$ cat config.mk
export PLATFORM = sky130hd
export DESIGN_NAME = pixie_vram_arbiter
export DESIGN_NICKNAME = d
export VERILOG_FILES = /design/src/rtl/pixie_vram_arbiter_pkg.sv /design/src/rtl/pixie_vram_arbiter_wr_fifo.sv /design/src/rtl/pixie_vram_arbiter.sv
export SDC_FILE = /design/constraint.sdc
export NUM_CORES = 1
export LEC_CHECK = 0
export BUFFER_PORTS_ARGS = -buffer_cell sky130_fd_sc_hd__buf_2
export CAP_MARGIN = 10
export CELL_PAD_IN_SITES_DETAIL_PLACEMENT = 0
export CELL_PAD_IN_SITES_GLOBAL_PLACEMENT = 1
export CORE_ASPECT_RATIO = 0.5
export CORE_MARGIN = 2
export CORE_UTILIZATION = 42
export DETAILED_ROUTE_END_ITERATION = 12
export HOLD_SLACK_MARGIN = 0.05
export PLACE_DENSITY_LB_ADDON = 0.1
export SETUP_SLACK_MARGIN = 0.2
export SLEW_MARGIN = 5
export SYNTH_ARGS = -nofsm -noshare
export SYNTH_HDL_FRONTEND = slang
export SYNTH_SLANG_ARGS = --single-unit
$ cat constraint.sdc
create_clock -name clk -period 2.85 [get_ports clk]
set_input_delay 0 -clock clk [delete_from_list [all_inputs] [get_ports clk]]
set_output_delay 0 -clock clk [all_outputs]
set_load 0.05 [all_outputs]
$ cat src/rtl/pixie_vram_arbiter_pkg.sv
// Shared definitions for the Pixie display-RAM arbiter: RAM geometry and the
// write-queue entry layout.
package pixie_vram_arbiter_pkg;

  localparam int PIXIE_ADDR_W = 10;
  localparam int PIXIE_DATA_W = 8;

  typedef struct packed {
    logic [PIXIE_ADDR_W-1:0] addr;
    logic [PIXIE_DATA_W-1:0] data;
  } fifo_entry_t;

endpackage

$ cat src/rtl/pixie_vram_arbiter_wr_fifo.sv
// DMA write queue: circular buffer of {addr,data} with a separate occupancy count
// and a parallel address lookup that returns the newest matching byte.
module pixie_wr_fifo
  import pixie_vram_arbiter_pkg::*;
#(
  parameter int DEPTH = 4
) (
  input  logic                       clk,
  input  logic                       reset,
  input  logic                       push_i,
  input  fifo_entry_t                push_entry_i,
  input  logic                       pop_i,
  output fifo_entry_t                head_o,
  output logic [$clog2(DEPTH):0]     count_o,
  output logic                       full_o,
  output logic                       empty_o,
  input  logic [PIXIE_ADDR_W-1:0]    lookup_addr_i,
  output logic                       hit_o,
  output logic [PIXIE_DATA_W-1:0]    hit_data_o
);

  localparam int PTR_W = $clog2(DEPTH);
  localparam int CNT_W = PTR_W + 1;

  fifo_entry_t      mem_q [DEPTH];
  logic [PTR_W-1:0] wr_ptr_q, wr_ptr_d;
  logic [PTR_W-1:0] rd_ptr_q, rd_ptr_d;
  logic [CNT_W-1:0] count_q, count_d;
  logic             push_en, pop_en;

  assign full_o  = (count_q == CNT_W'(DEPTH));
  assign empty_o = (count_q == '0);
  assign count_o = count_q;
  assign head_o  = mem_q[rd_ptr_q];

  // Fullness uses the registered count, so a same-cycle pop never makes room.
  assign push_en = push_i && !full_o;
  assign pop_en  = pop_i && !empty_o;

  always_comb begin
    wr_ptr_d = wr_ptr_q + PTR_W'(push_en);
    rd_ptr_d = rd_ptr_q + PTR_W'(pop_en);
    count_d  = count_q + CNT_W'(push_en) - CNT_W'(pop_en);
  end

  always_ff @(posedge clk) begin
    if (reset) begin
      wr_ptr_q <= '0;
      rd_ptr_q <= '0;
      count_q  <= '0;
    end else begin
      wr_ptr_q <= wr_ptr_d;
      rd_ptr_q <= rd_ptr_d;
      count_q  <= count_d;
    end
  end

  always_ff @(posedge clk) begin
    if (!reset && push_en) mem_q[wr_ptr_q] <= push_entry_i;
  end

  // Walk oldest to newest so later matches overwrite; the incoming push is newest.
  always_comb begin
    hit_o      = 1'b0;
    hit_data_o = '0;
    for (int i = 0; i < DEPTH; i++) begin
      if ((CNT_W'(i) < count_q) && (mem_q[rd_ptr_q + PTR_W'(i)].addr == lookup_addr_i)) begin
        hit_o      = 1'b1;
        hit_data_o = mem_q[rd_ptr_q + PTR_W'(i)].data;
      end
    end
    if (push_en && (push_entry_i.addr == lookup_addr_i)) begin
      hit_o      = 1'b1;
      hit_data_o = push_entry_i.data;
    end
  end

endmodule

$ cat src/rtl/pixie_vram_arbiter.sv
// Arbitrates the single-port display RAM: scan-out reads always win, queued DMA
// writes drain into idle cycles, and reads see pending writes via forwarding.
module pixie_vram_arbiter
  import pixie_vram_arbiter_pkg::*;
#(
  parameter int ADDR_W     = PIXIE_ADDR_W,
  parameter int DATA_W     = PIXIE_DATA_W,
  parameter int FIFO_DEPTH = 4
) (
  input  logic                          clk,
  input  logic                          reset,
  input  logic                          wr_req,
  input  logic [ADDR_W-1:0]             wr_addr,
  input  logic [DATA_W-1:0]             wr_data,
  output logic                          wr_full,
  input  logic                          rd_req,
  input  logic [ADDR_W-1:0]             rd_addr,
  output logic [DATA_W-1:0]             rd_data,
  output logic                          rd_valid,
  output logic [$clog2(FIFO_DEPTH):0]   pending,
  output logic                          overflow,
  input  logic                          clear_overflow,
  output logic [ADDR_W-1:0]             ram_addr,
  output logic [DATA_W-1:0]             ram_wdata,
  output logic                          ram_we,
  input  logic [DATA_W-1:0]             ram_rdata
);

  fifo_entry_t       push_entry, head;
  logic              fifo_empty, fifo_pop;
  logic              fwd_hit;
  logic [DATA_W-1:0] fwd_data;

  logic              rd_valid_q, fwd_hit_q, overflow_q, overflow_d;
  logic [DATA_W-1:0] fwd_data_q;

  assign push_entry = '{addr: wr_addr, data: wr_data};
  assign fifo_pop   = !rd_req && !fifo_empty;

  pixie_wr_fifo #(.DEPTH(FIFO_DEPTH)) u_wr_fifo (
    .clk          (clk),
    .reset        (reset),
    .push_i       (wr_req),
    .push_entry_i (push_entry),
    .pop_i        (fifo_pop),
    .head_o       (head),
    .count_o      (pending),
    .full_o       (wr_full),
    .empty_o      (fifo_empty),
    .lookup_addr_i(rd_addr),
    .hit_o        (fwd_hit),
    .hit_data_o   (fwd_data)
  );

  always_comb begin
    ram_addr  = '0;
    ram_wdata = '0;
    ram_we    = 1'b0;
    if (rd_req) begin
      ram_addr = rd_addr;
    end else if (fifo_pop) begin
      ram_addr  = head.addr;
      ram_wdata = head.data;
      ram_we    = 1'b1;
    end
  end

  // A drop in the same cycle as a clear leaves the flag set.
  always_comb begin
    overflow_d = overflow_q;
    if (clear_overflow)     overflow_d = 1'b0;
    if (wr_req && wr_full)  overflow_d = 1'b1;
  end

  always_ff @(posedge clk) begin
    if (reset) begin
      rd_valid_q <= 1'b0;
      fwd_hit_q  <= 1'b0;
      fwd_data_q <= '0;
      overflow_q <= 1'b0;
    end else begin
      rd_valid_q <= rd_req;
      fwd_hit_q  <= rd_req && fwd_hit;
      fwd_data_q <= fwd_data;
      overflow_q <= overflow_d;
    end
  end

  assign rd_valid = rd_valid_q;
  assign overflow = overflow_q;
  assign rd_data  = !rd_valid_q ? '0 : (fwd_hit_q ? fwd_data_q : ram_rdata);

endmodule

-- Yosys cells after proc, flatten, opt, wreduce, memory -nomap -nowiden
Memories as Yosys holds them, arrays and structs flattened. A register that Yosys moved wholly into a read port is not among the register bits.
Index checks and enable logic that the tools add are counted.
- register bits: 18
- bits in latches: 0
- RAM bits: 72
- bits in read-only memories: 0
- bits of input ports: 41
- output and inout bits: 33
- logic and storage cells: 65
- memories: 1
- add/sub/neg operators: 7
- multiply operators: 0
- divide/modulo/power cells: 0
- magnitude comparators: 4
- equal/unequal tests: 6
- shift-type cells: 0
- multiplexer cells: 23
- bitwise operators: 0
- reductions and logical operators: 17
- memory list (name ; depth ; bits a word ; rd ports ; clocked after memory_dff ; write ports ; RTL line ; RTL):
    u_wr_fifo.mem_q ; 4 ; 18 ; 4 ; 1 ; 1 ; pixie_vram_arbiter_wr_fifo.sv:25 ; fifo_entry_t mem_q [DEPTH];
- operators with widths (cell ; count):
    8-bit two-way mux ; 9
    10-bit == test ; 5
    10-bit two-way mux ; 2
    1-bit logical AND ; 11
    1-bit two-way mux ; 11
    1-bit by 3-bit < comparator with 1-bit output (first input constant) ; 2
    2-bit by 3-bit < comparator with 1-bit output (first input constant) ; 2
    2-bit by 1-bit adder with 2-bit output ; 2
    2-bit adder (second input constant) ; 2
    1-bit logical NOT ; 4
    3-bit by 1-bit adder with 3-bit output ; 1
    3-bit == test (second input constant) ; 1
    3-bit logical NOT ; 1
    3-bit by 1-bit subtractor with 3-bit output ; 1
    2-bit by 1-bit adder with 2-bit output (second input constant) ; 1
    2-bit two-way mux ; 1
    2-bit nonzero test ; 1

-- Depth between registers and ports, before layout
Gate-level depths: netlist of the first run.
An unclocked memory read counts as a cell.
- word-level depth: 9
- mapped depth: 13
- gate-level depth less buffers: 10

-- Hierarchy
From an unflattened synthesis of the first run, not the netlist that was laid out.
- cell total of the unflattened synthesis: 480
- area total of the unflattened synthesis: 6027.0 sq um
- modules (own cells, without submodules) (module ; instances ; cells each ; area an instance (sq um)):
    pixie_wr_fifo ; 1 ; 399 ; 5358.9
    pixie_vram_arbiter ; 1 ; 81 ; 668.1

-- Worst setup path after synthesis of the first run
No wires, ideal clock.
- kind: flip-flop to flip-flop
- from: register u_wr_fifo.count_q[1] (netlist: u_wr_fifo.count_o[1])
- to: memory u_wr_fifo.mem_q[1][0] (netlist name), enable pin
- setup time: 0.446 ns
- arrival time: 3.425 ns
- data required time: 2.404 ns
- setup slack: -1.020 ns
- stages on the path, launching flop included: 4
- buffers on the path: 0
- clock period less this slack: 3.870 ns
- cells stage by stage: dfxtp_1 > nor3_1 > nand2b_1 > nor4b_1
- cells in the longest elaborated chain, start to end: 6
- RTL lines (what ; RTL line ; RTL):
    start: declaration ; pixie_vram_arbiter_wr_fifo.sv:28 ; logic [CNT_W-1:0] count_q, count_d;
    start signal: assignment ; pixie_vram_arbiter_wr_fifo.sv:54 ; count_q <= count_d;
    3-bit == test ; pixie_vram_arbiter_wr_fifo.sv:31 ; assign full_o = (count_q == CNT_W'(DEPTH));
    net wr_full ; pixie_vram_arbiter.sv:15 ; output logic wr_full,
    1-bit logical NOT ; pixie_vram_arbiter_wr_fifo.sv:37 ; assign push_en = push_i && !full_o;
    1-bit logical AND ; pixie_vram_arbiter_wr_fifo.sv:37 ;
    1-bit logical AND ; pixie_vram_arbiter_wr_fifo.sv:59 ; if (!reset && push_en) mem_q[wr_ptr_q] <= push_entry_i;
    1-bit two-way mux ; pixie_vram_arbiter_wr_fifo.sv:59 ;
    1-bit two-way mux (implied by the code) ; pixie_vram_arbiter_wr_fifo.sv:59 ;
    end: declaration ; pixie_vram_arbiter_wr_fifo.sv:25 ;
The timed path passes the listed nets, and every way through them passes these cells.

-- Final worst setup path of the first run
- from: register u_wr_fifo.rd_ptr_q[1]
- to: register fwd_data_q[2]
- cells in the longest elaborated chain, start to end: 8
- elaborated cells on any way between the ends: 14
- RTL lines (what ; RTL line ; RTL):
    start: declaration ; pixie_vram_arbiter_wr_fifo.sv:27 ; logic [PTR_W-1:0] rd_ptr_q, rd_ptr_d;
    start signal: assignment ; pixie_vram_arbiter_wr_fifo.sv:53 ; rd_ptr_q <= rd_ptr_d;
    2-bit by 1-bit adder with 2-bit output ; pixie_vram_arbiter_wr_fifo.sv:67, pixie_vram_arbiter_wr_fifo.sv:69 ;
    memory 4 x 18 bit (*) ; n/a ;
    10-bit == test ; pixie_vram_arbiter_wr_fifo.sv:67 ; if ((CNT_W'(i) < count_q) && (mem_q[rd_ptr_q + PTR_W'(i)].addr == lookup_addr_i)) begin
    1-bit logical AND ; pixie_vram_arbiter_wr_fifo.sv:67 ;
    8-bit two-way mux (2 in series) ; pixie_vram_arbiter_wr_fifo.sv:67 ;
    8-bit two-way mux (*) ; pixie_vram_arbiter_wr_fifo.sv:67 ;
    8-bit two-way mux (*) ; pixie_vram_arbiter_wr_fifo.sv:72 ; if (push_en && (push_entry_i.addr == lookup_addr_i)) begin
    end signal: assignment ; pixie_vram_arbiter.sv:84 ; fwd_data_q <= fwd_data;
    end: declaration ; pixie_vram_arbiter.sv:35 ; logic [DATA_W-1:0] fwd_data_q;
Mark *: on every way between the ends. The rest lies on a longest branch, timed or not.
A chain may end at the register's enable or synchronous reset.

==> run summary, run 1 <==
GR Util All Layers - 22.7%
post-synthesis simple-gate area fraction - 13.9%
CTS Root Cell - clkbuf_16
Worst path slowest cell - dfxtp_4
minimum clock period - 2.69 ns
crit path DAT - 2.95 ns
CTS sink count - 90
Syn Nets - 607
die height - 88.2 um
DRC Markers - 0
final setup fails - 0
max_slew headroom - 59.8%
Design Power - 0.00516 W
share of layout cells above drive strength 1 - 30.1%
Peak supply drop - 0.000273 V
critical path class - reg2reg
Synth top cells by count - edfxtp_1 (72), mux2i_1 (72), nand2_1 (62), xnor2_1 (43), nor3_1 (24)
Post-synth EDFFs - 72
Syn Inst Count - 559
Hold Vio Cnt, Final - 0
final slew viol count - 0
synth warn - 0
Final #Nets - 714
post-synthesis cell type count - 62
FFs w/ async S/R, synth - 0%
status - completed
vias in the first global route - 4373
Layout area overhead - 24.9%
synthesized cell area - 5950 sq um
final period utilization - 94.4%
critical-path maximum fanout - 12
Pwr Density - 694 nW/um^2
top post-synthesis cells by area - edfxtp_1 (36%), mux2i_1 (12%), xnor2_1 (6.3%)
DR iter-0 viols - 399
Starting Density - 43.4%
Hold WS - 0.0967 ns
initial antenna violation count - 0
DRT Wirelength - 16800 um
CTS max path bufs - 2
startpoint types - register
clock transition at the registers of the reported paths - 0.07 ns
Post-DP HPWL - 11900 um
io pins - 74
most frequent CP cell - buf_12
register area share after synthesis - 42.4%
Adder-Cell Fraction of Synth Area - 1.60%
total congestion overflow - 0
max cap viols - 0
Post-DRT Antenna Nets - 0
Synth area leader - edfxtp_1
required time worst endpoint - 3.10 ns
Core ar. - 13700 sq um
Die ar. - 15200 sq um
share of the synthesized area in the top cell type - 36.3%
Worst-Margin Slew - 0.604 ns
Pre-antenna DRT Iters - 7
# fillers - 1232
PortBufs - 73
CTS tree - done
Most used DFF post-synth - edfxtp_1
first-pass GRT wire length - 25400 um
Worst Setup End Kind - register
largest family of logic cells by synthesized area - multiplexers
XOR/XNOR Fraction of Synth Area - 7.80%
Die X - 172 um
Synth Area in Compound Gates - 11.4%
RSZ-0062 raised after global routing - true
syn_area_per_cell - 10.6 sq um
antenna cells - 0
pin count of the biggest net entering global routing - 39
Wirelength per Cell - 19.5 um
total CTS buffers - 9
Max Fclk - 372 MHz
clock latency at the later pin of the worst-skew pair - 0.35 ns
Cell Rows - 30
clk_skew - 0.00591 ns
GPL Wtd Cong - 0.888
Via Count - 4742
Static Leak - 2.71 nW
H-tree depth - 3
FF+latch count, synth - 90
r2r setup slk - 0.16 ns
HP Class - in2reg
vias per cell - 5.49
CP cell instances - buf_12 > buf_4 > mux4_2 > xor2_1 > nor4_2 > o2111ai_2 > or2_4 > buf_12 > nor3_2 > nor3_1 > o32ai_2
max incr delay on CP - 0.39 ns
mux cell area share after synthesis - 18.1%
layer usage:
metal	wire length, um	track usage [%]	vias up
met2	7210	33.6	139
met5	0	0	-
met3	948	4.43	15
met1	8590	35.0	2302
li1	-	-	2286
met4	91	3.21	0
state kept, by name, summed over array words and instances, names as in the netlist:
name	flops
u_wr_fifo.mem_q	72
fwd_data_q	8
u_wr_fifo.count_o	3
u_wr_fifo.rd_ptr_q	2
u_wr_fifo.wr_ptr_q	2
fwd_hit_q	1
overflow	1
rd_valid	1
critical path, delay by kind of cell, from the launching register on:
kind                      cells  cell delay [ns]
and+or+nand+nor               4             0.81
AOI/OAI and AO/OA             2             0.47
buffers and inverters         3             0.43
DFF                           1             0.39
muxes                         1             0.31
xor gates and xnor gates      1             0.17
report_power, final:
part,switching (W),internal (W),total (W)
clock,0.000540,0.000594,0.00113
sequential,0.000112,0.00155,0.00166
combinational,0.00145,0.000910,0.00236
timing repair:
action | in CTS | in global routing
pin swaps | 6 | 7
buffers inserted | 1 | 12
hold endpoints to repair | 73 | 0
resized for setup | 19 | 14
hold buffers | 20 | 0
cloned | 1 | 0
endpoints found under the setup margin | 8 | 8
area by class of cell:
class | instances | area, sq um | area share [%]
clock buffer | 10 | 229 | 3.08
clock inverter | 6 | 42.5 | 0.572
inverter | 12 | 47.5 | 0.640
multi-input combinational | 413 | 3320 | 44.6
sequential | 90 | 2530 | 34.1
tap | 192 | 240 | 3.23
timing repair buffer | 140 | 1020 | 13.7
path summary, 6_finish.rpt:
check / to / cells past startpoint / startpoint
setup / recovery: fwd_data_q[2] / 11 / u_wr_fifo.rd_ptr_q[1]
hold / removal: u_wr_fifo.count_o[1] / 2 / reset
setup reg to reg: fwd_data_q[2] / 11 / u_wr_fifo.rd_ptr_q[1]
hold reg to reg: u_wr_fifo.wr_ptr_q[1] / 2 / u_wr_fifo.wr_ptr_q[1]
stage by stage:
stage	setup TNS, ns	worst slack, ns	cells	instance area, sq um	util, %
after floorplan	0	0.202	559	6000	-
after global placement	0	0.0180	813	6670	48.7
after detailed placement	-0.0146	-0.0146	813	6670	48.7
after CTS	0	0.184	851	7240	52.9
after global routing	0	0.0301	863	7430	54.2
final	0	0.159	863	7430	54.2
cell families (layout without fill, tap and decap cells):
| logic type | Yosys count | in the layout |
|---|---|---|
| simple gates | 166 | 166 |
| mux | 98 | 98 |
| flops | 90 | 90 |
| compound gates | 89 | 89 |
| buf+inv | 56 | 168 |
| xor+xnor | 53 | 53 |
| fa+ha+maj | 7 | 7 |
cell usage in the layout, fill, tap and decap left out, types with 6 or more instances in the layout:
cell and n:
buf_2 73, dlygate4sd3_1 20, buf_12 6, mux2i_1 63
nand2b_1 6, dfxtp_1 13, o211ai_1 6, mux2i_2 6
edfxtp_1 72, nor2_1 19, nand2_1 62, nor2b_1 13
o21ai_0 13, clkbuf_16 9, nor3_1 20, ha_1 6
xnor2_1 43, buf_4 38, nor3_2 6, a22o_1 6
inv_1 11, a21oi_1 15, xor2_1 10, and3_1 10
mux2_2 19
Note: power is estimated with default switching activity, not from simulation.
==> inputs of run 2 (changes only) <==
Settings changed: CORE_ASPECT_RATIO 0.5 to unset, SETUP_SLACK_MARGIN 0.2 to unset.
==> run 2 against run 1 <==
Setup slack got worse by 0.053 ns. Power increased by 2.5%. Core utilization decreased by 0.51 points. Sequential cell count did not move. Critical endpoint is now fwd_data_q[6]. Sequential power is essentially flat. Register-to-register slack got worse by 0.05 ns. Highest routed layer unchanged. Critical path type unchanged. Die area shrank 0.38%. Non-clock buffer count rose by 13. Final cell count increased by 0.23%.
==> run summary, run 2 (synthesized netlist as in run 1, its figures left out) <==
most frequent cells in the layout - buf_2 (73), edfxtp_1 (72), mux2i_1 (65)
minimum clock period - 2.74 ns (+0.0534 ns)
critical-path maximum fanout - 8 (-4)
GPL Wtd Cong - 0.905 (+1.9%)
Post-DP HPWL - 12400 um (+4.3%)
startpoint types - register
vias in the first global route - 4390 (+0.39%)
Layout area overhead - 25.4%
final setup fails - 0 (unchanged)
die height - 123 um (+40%)
CTS Root Cell - clkbuf_16
GR Util All Layers - 23.4% (+0.72 points)
max_slew headroom - 60.5% (+0.76 points)
post-route cell area - 7460 sq um (+0.37%)
commonest non-fill, non-tap cell in the layout - buf_2
Design Power - 0.00528 W (+2.5%)
clock transition at the registers of the reported paths - 0.07 ns (about the same)
final cell count without fillers - 865 (+0.23%)
PortBufs - 73 (unchanged)
total congestion overflow - 0 (unchanged)
CP cell instances - buf_12 > buf_4 > mux2i_2 > o22ai_1 > nor3_1 > o2111a_1 > o211ai_2 > and3b_1 > buf_12 > a221o_1 > a32o_1
Die X - 123 um (-29%)
Psw - 0.00210 W (about the same)
final period utilization - 96.3% (+1.9 points)
DR iter-0 viols - 387 (-3.0%)
Hold WS - 0.0757 ns (-0.0210 ns)
Worst path slowest cell - dfxtp_4
Final #Nets - 728 (+2.0%)
max incr delay on CP - 0.37 ns (-0.02 ns)
Worst-Margin Slew - 0.587 ns (-0.0168 ns)
final slew viol count - 0 (unchanged)
Worst Setup End Kind - register
critical path class - reg2reg
Hold Vio Cnt, Final - 0 (unchanged)
Wirelength per Cell - 20.1 um (+2.8%)
Starting Density - 42.9% (-0.56 points)
clk_skew - 0.00536 ns (-0.000549 ns)
share of power burned in the clock network - 23.1% (+1.1 points)
Net Sw Frac - 39.8% (-1.0 points)
CTS tree - done
HP Class - in2reg
placed cell area - 6790 sq um (+1.7%)
dpl cells - 822 (+1.1%)
required time worst endpoint - 3.10 ns (about the same)
Post-DRT Antenna Nets - 0 (unchanged)
total CTS buffers - 9 (unchanged)
H-tree depth - 3 (unchanged)
Reg power frac - 31.5% (-0.7 points)
DRT Wirelength - 17400 um (+3.1%)
cells on worst reg2reg path - 11 (unchanged)
CTS max path bufs - 2 (unchanged)
Die ar. - 15100 sq um (-0.38%)
crit path DAT - 2.99 ns (+0.04 ns)
Pre-antenna DRT Iters - 5 (-2)
CTS sink count - 90 (unchanged)
Max Fclk - 364 MHz (-1.9%)
max FFs per register - 72 (unchanged)
most frequent CP cell - buf_12
Static Leak - 2.75 nW (+1.7%)
first-pass GRT wire length - 25800 um (+1.6%)
Peak supply drop - 0.000446 V (+63%)
max cap viols - 0 (unchanged)
Via Count - 4843 (+2.1%)
Most flops, register - u_wr_fifo.mem_q
internal power - 0.00318 W (+4.2%)
clock latency at the later pin of the worst-skew pair - 0.35 ns (about the same)
pin count of the biggest net entering global routing - 44 (+13%)
RSZ-0062 raised after global routing - true
vias per cell - 5.60 (+1.9%)
share of layout cells above drive strength 1 - 30.4% (+0.26 points)
DRC Markers - 0 (unchanged)
initial antenna violation count - 0 (unchanged)
io pins - 74 (unchanged)
Pwr Density - 709 nW/um^2 (+2.1%)
hold-critical path depth - 2 (unchanged)
Core ar. - 13900 sq um (+1.3%)
antenna cells - 0 (unchanged)
status - completed
Cell Rows - 43 (+43%)
Comb pwr share - 45.4% (-0.4 points)
run 2: path summary, 6_finish.rpt:
path | slack (ns) | start | end
max reg2reg | 0.11 | u_wr_fifo.rd_ptr_q[1] | fwd_data_q[6]
min reg2reg | 0.64 | u_wr_fifo.wr_ptr_q[1] | u_wr_fifo.wr_ptr_q[1]
min | 0.08 | reset | u_wr_fifo.count_o[1]
max | 0.11 | u_wr_fifo.rd_ptr_q[1] | fwd_data_q[6]
run 2: power groups by stage:
stage	logic [W]	clock network (W)	registers (W)
3_5_place_dp	0.00227	0	0.00170
6_report	0.00240	0.00122	0.00167
3_3_place_gp	0.00226	0	0.00169
2_1_floorplan	0.00160	0	0.00169
5_1_grt	0.00259	0.00130	0.00168
4_1_cts	0.00231	0.00124	0.00167
run 2: what timing repair did:
action,in CTS,in global routing
hold buffers,20,0
gates cloned,0,1
gates resized for setup,2,24
endpoints found under the hold margin,74,0
pin swaps,0,7
endpoints found under the setup margin,6,8
buffers inserted,0,6
run 2: layout make-up:
| class | instances | area (sq um) |
|---|---|---|
| inverter | 12 | 45.0 |
| timing repair buffer | 153 | 1060 |
| sequential | 90 | 2530 |
| clock inverter | 7 | 76.3 |
| fill | 1243 | 6420 |
| tap | 180 | 225 |
| clock buffer | 9 | 225 |
| multi-input combinational | 414 | 3290 |
run 2: metrics by stage:
step	setup TNS, ns	worst slack [ns]	utilization [%]
2_1_floorplan	0	0.0597	-
3_3_place_gp	-0.127	-0.0527	48.9
3_5_place_dp	-0.0487	-0.0230	48.9
4_1_cts	0	0.0177	52.5
5_1_grt	-0.0637	-0.0178	53.7
6_report	0	0.106	53.7
run 2: worst max-delay path: cells and delay by family (launching register included):
| kind | cells | cell delay, ns |
|---|---|---|
| compound gates | 5 | 1.07 |
| buf+inv | 3 | 0.42 |
| flops | 1 | 0.37 |
| mux | 1 | 0.29 |
| simple gates | 2 | 0.47 |
run 2: per-layer routing:
layer  share of wire, %  up-vias  track usage, %
met3                6.8       18            4.47
met5                  0        -               0
li1                   -     2305               -
met2                 42      175            32.9
met1                 50     2345            36.4
met4                1.6        0            6.82
==> inputs of run 3 (changes only) <==
Settings changed: PLACE_DENSITY set to 0.74, PLACE_DENSITY_LB_ADDON 0.1 to unset.
==> run 3 against run 2 <==
Combinational power shrank 4%. Non-clock buffer count shrank 23. Count of clock-buffer cells in the layout increased by 4. Sequential cell count did not move. Final cell count decreased by 2.7%. Power decreased by 2.6%. Critical path type unchanged. Critical endpoint is now fwd_data_q[1].
==> run summary, run 3 (synthesized netlist as in run 1, its figures left out) <==
critical-path maximum fanout - 6 (-2)
Pwr Density - 709 nW/um^2 (about the same)
Peak supply drop - 0.000562 V (+26%)
Final WS setup - 0.119 ns (+0.0132 ns)
DR iter-0 viols - 356 (-8.0%)
Final Util - 52.3% (-1.4 points)
CTS tree - done
Core ar. - 13900 sq um (unchanged)
DRT Wirelength - 16800 um (-3.1%)
Final #Nets - 705 (-3.2%)
DRC Markers - 0 (unchanged)
Via Count - 4761 (-1.7%)
most frequent cells in the layout - buf_2 (73), edfxtp_1 (72), mux2i_1 (69)
status - completed
io pins - 74 (unchanged)
Crit path max-delay family - simple AND/OR/NAND/NOR gates
CTS Root Cell - clkbuf_16
PortBufs - 73 (unchanged)
max incr delay on CP - 0.54 ns (+0.17 ns)
commonest non-fill, non-tap cell in the layout - buf_2
Worst Setup End Kind - register
max_slew headroom - 64.5% (+4.0 points)
pin count of the biggest net entering global routing - 34 (-23%)
Cell Rows - 43 (unchanged)
critical path class - reg2reg
vias in the first global route - 4560 (+3.9%)
initial antenna violation count - 0 (unchanged)
clk_skew - 0.00707 ns (+0.00171 ns)
Worst-Margin Slew - 0.517 ns (-0.0693 ns)
total CTS buffers - 9 (unchanged)
Most flops, register - u_wr_fifo.mem_q
Static Leak - 2.62 nW (-4.7%)
Die X - 123 um (unchanged)
CTS sink count - 90 (unchanged)
Pre-antenna DRT Iters - 5 (unchanged)
Post-DP HPWL - 11800 um (-5.5%)
vias per cell - 5.65 (+0.99%)
Post-DRT Antenna Nets - 0 (unchanged)
first-pass GRT wire length - 25500 um (-1.1%)
GPL Wtd Cong - 0.887 (-2.0%)
clock latency at the later pin of the worst-skew pair - 0.35 ns (about the same)
final setup TNS - 0 ns (unchanged)
Wirelength per Cell - 20.0 um (-0.45%)
share of layout cells above drive strength 1 - 27.8% (-2.6 points)
antenna cells - 0 (unchanged)
worst path bufs/invs - 0 (-3)
# fillers - 1261 (+1.4%)
minimum clock period - 2.73 ns (-0.0132 ns)
required time worst endpoint - 3.14 ns (+0.04 ns)
Die ar. - 15100 sq um (unchanged)
total congestion overflow - 0 (unchanged)
max cap viols - 0 (unchanged)
Worst path slowest cell - mux4_2
final period utilization - 95.8% (-0.46 points)
H-tree depth - 3 (unchanged)
final cell count without fillers - 842 (-2.7%)
Hold Vio Cnt, Final - 0 (unchanged)
CTS max path bufs - 2 (unchanged)
crit path DAT - 3.02 ns (+0.03 ns)
HP Class - in2reg
RSZ-0062 raised after global routing - false
Max Fclk - 366 MHz (+0.48%)
dpl cells - 801 (-2.6%)
GR Util All Layers - 22.9% (-0.57 points)
max FFs per register - 72 (unchanged)
FF/Latch Area - 2530 sq um (unchanged)
clock transition at the registers of the reported paths - 0.06 ns (about the same)
area of the multi-input gates - 3280 sq um (-0.23%)
die height - 123 um (unchanged)
CP cell instances - mux4_2 > xor2_2 > nor4_4 > o2111ai_2 > or2_4 > or3_1 > o211ai_1 > a32o_1
startpoint types - register
worst slack at placement - -0.0744 ns (-0.0514 ns)
Layout area overhead - 22.0%
final setup fails - 0 (unchanged)
Starting Density - 42.9% (unchanged)
final slew viol count - 0 (unchanged)
[run 3: worst register-to-register path: stages (launching register included)]
cell       delay, ns
edfxtp_1        0.43
mux4_2          0.54
xor2_2          0.18
nor4_4          0.34
o2111ai_2       0.23
or2_4           0.33
or3_1           0.31
o211ai_1        0.11
a32o_1          0.21
[run 3: timing repair]
item / CTS / global route
hold buffers: 20 / 0
resized for setup: 1 / 19
cloned: 0 / 1
endpoints found under the setup margin: 6 / 8
setup buffers: 0 / 4
pin swaps: 1 / 6
endpoints found under the hold margin: 73 / 0
[run 3: cell type report]
type                            count  share of cell area, %
Inverter                           12                  0.620
Multi-Input combinational cell    414                   45.2
Sequential cell                    90                   34.9
Tap cell                          180                   3.10
Clock buffer                       13                   3.74
Clock inverter                      3                  0.293
Timing Repair Buffer              130                   12.1
[run 3: metal layers]
| layer | up-vias | global-route usage [%] | part of all wire, % |
|---|---|---|---|
| li1 | 2259 | - | - |
| met1 | 2311 | 34.2 | 49 |
| met2 | 173 | 33.4 | 44 |
| met3 | 18 | 3.51 | 6.0 |
| met4 | 0 | 8.59 | 1.6 |
| met5 | - | 0 | 0 |
[run 3: where the power goes]
part / internal (W) / switching, W / total [W]
registers: 0.00155 / 0.000110 / 0.00166
logic: 0.000858 / 0.00145 / 0.00231
clock network: 0.000669 / 0.000508 / 0.00118
[run 3: through the flow]
| step | area, sq um | total power (W) | hold WS (ns) |
|---|---|---|---|
| CTS | 7140 | 0.00508 | 0.0827 |
| finish | 7260 | 0.00515 | 0.0929 |
| floorplan | 5980 | 0.00329 | 0.0989 |
| global placement | 6640 | 0.00385 | 0.228 |
| detailed placement | 6640 | 0.00387 | 0.233 |
| global route | 7260 | 0.00538 | 0.113 |
[run 3: worst paths after layout]
| path | startpoint | end | slack [ns] | cells after the start |
|---|---|---|---|---|
| setup / recovery | u_wr_fifo.mem_q[3][8] | fwd_data_q[1] | 0.12 | 8 |
| hold / removal | reset | u_wr_fifo.count_o[1] | 0.09 | 2 |
| setup reg to reg | u_wr_fifo.mem_q[3][8] | fwd_data_q[1] | 0.12 | 8 |
| hold reg to reg | u_wr_fifo.wr_ptr_q[1] | u_wr_fifo.wr_ptr_q[1] | 0.63 | 2 |
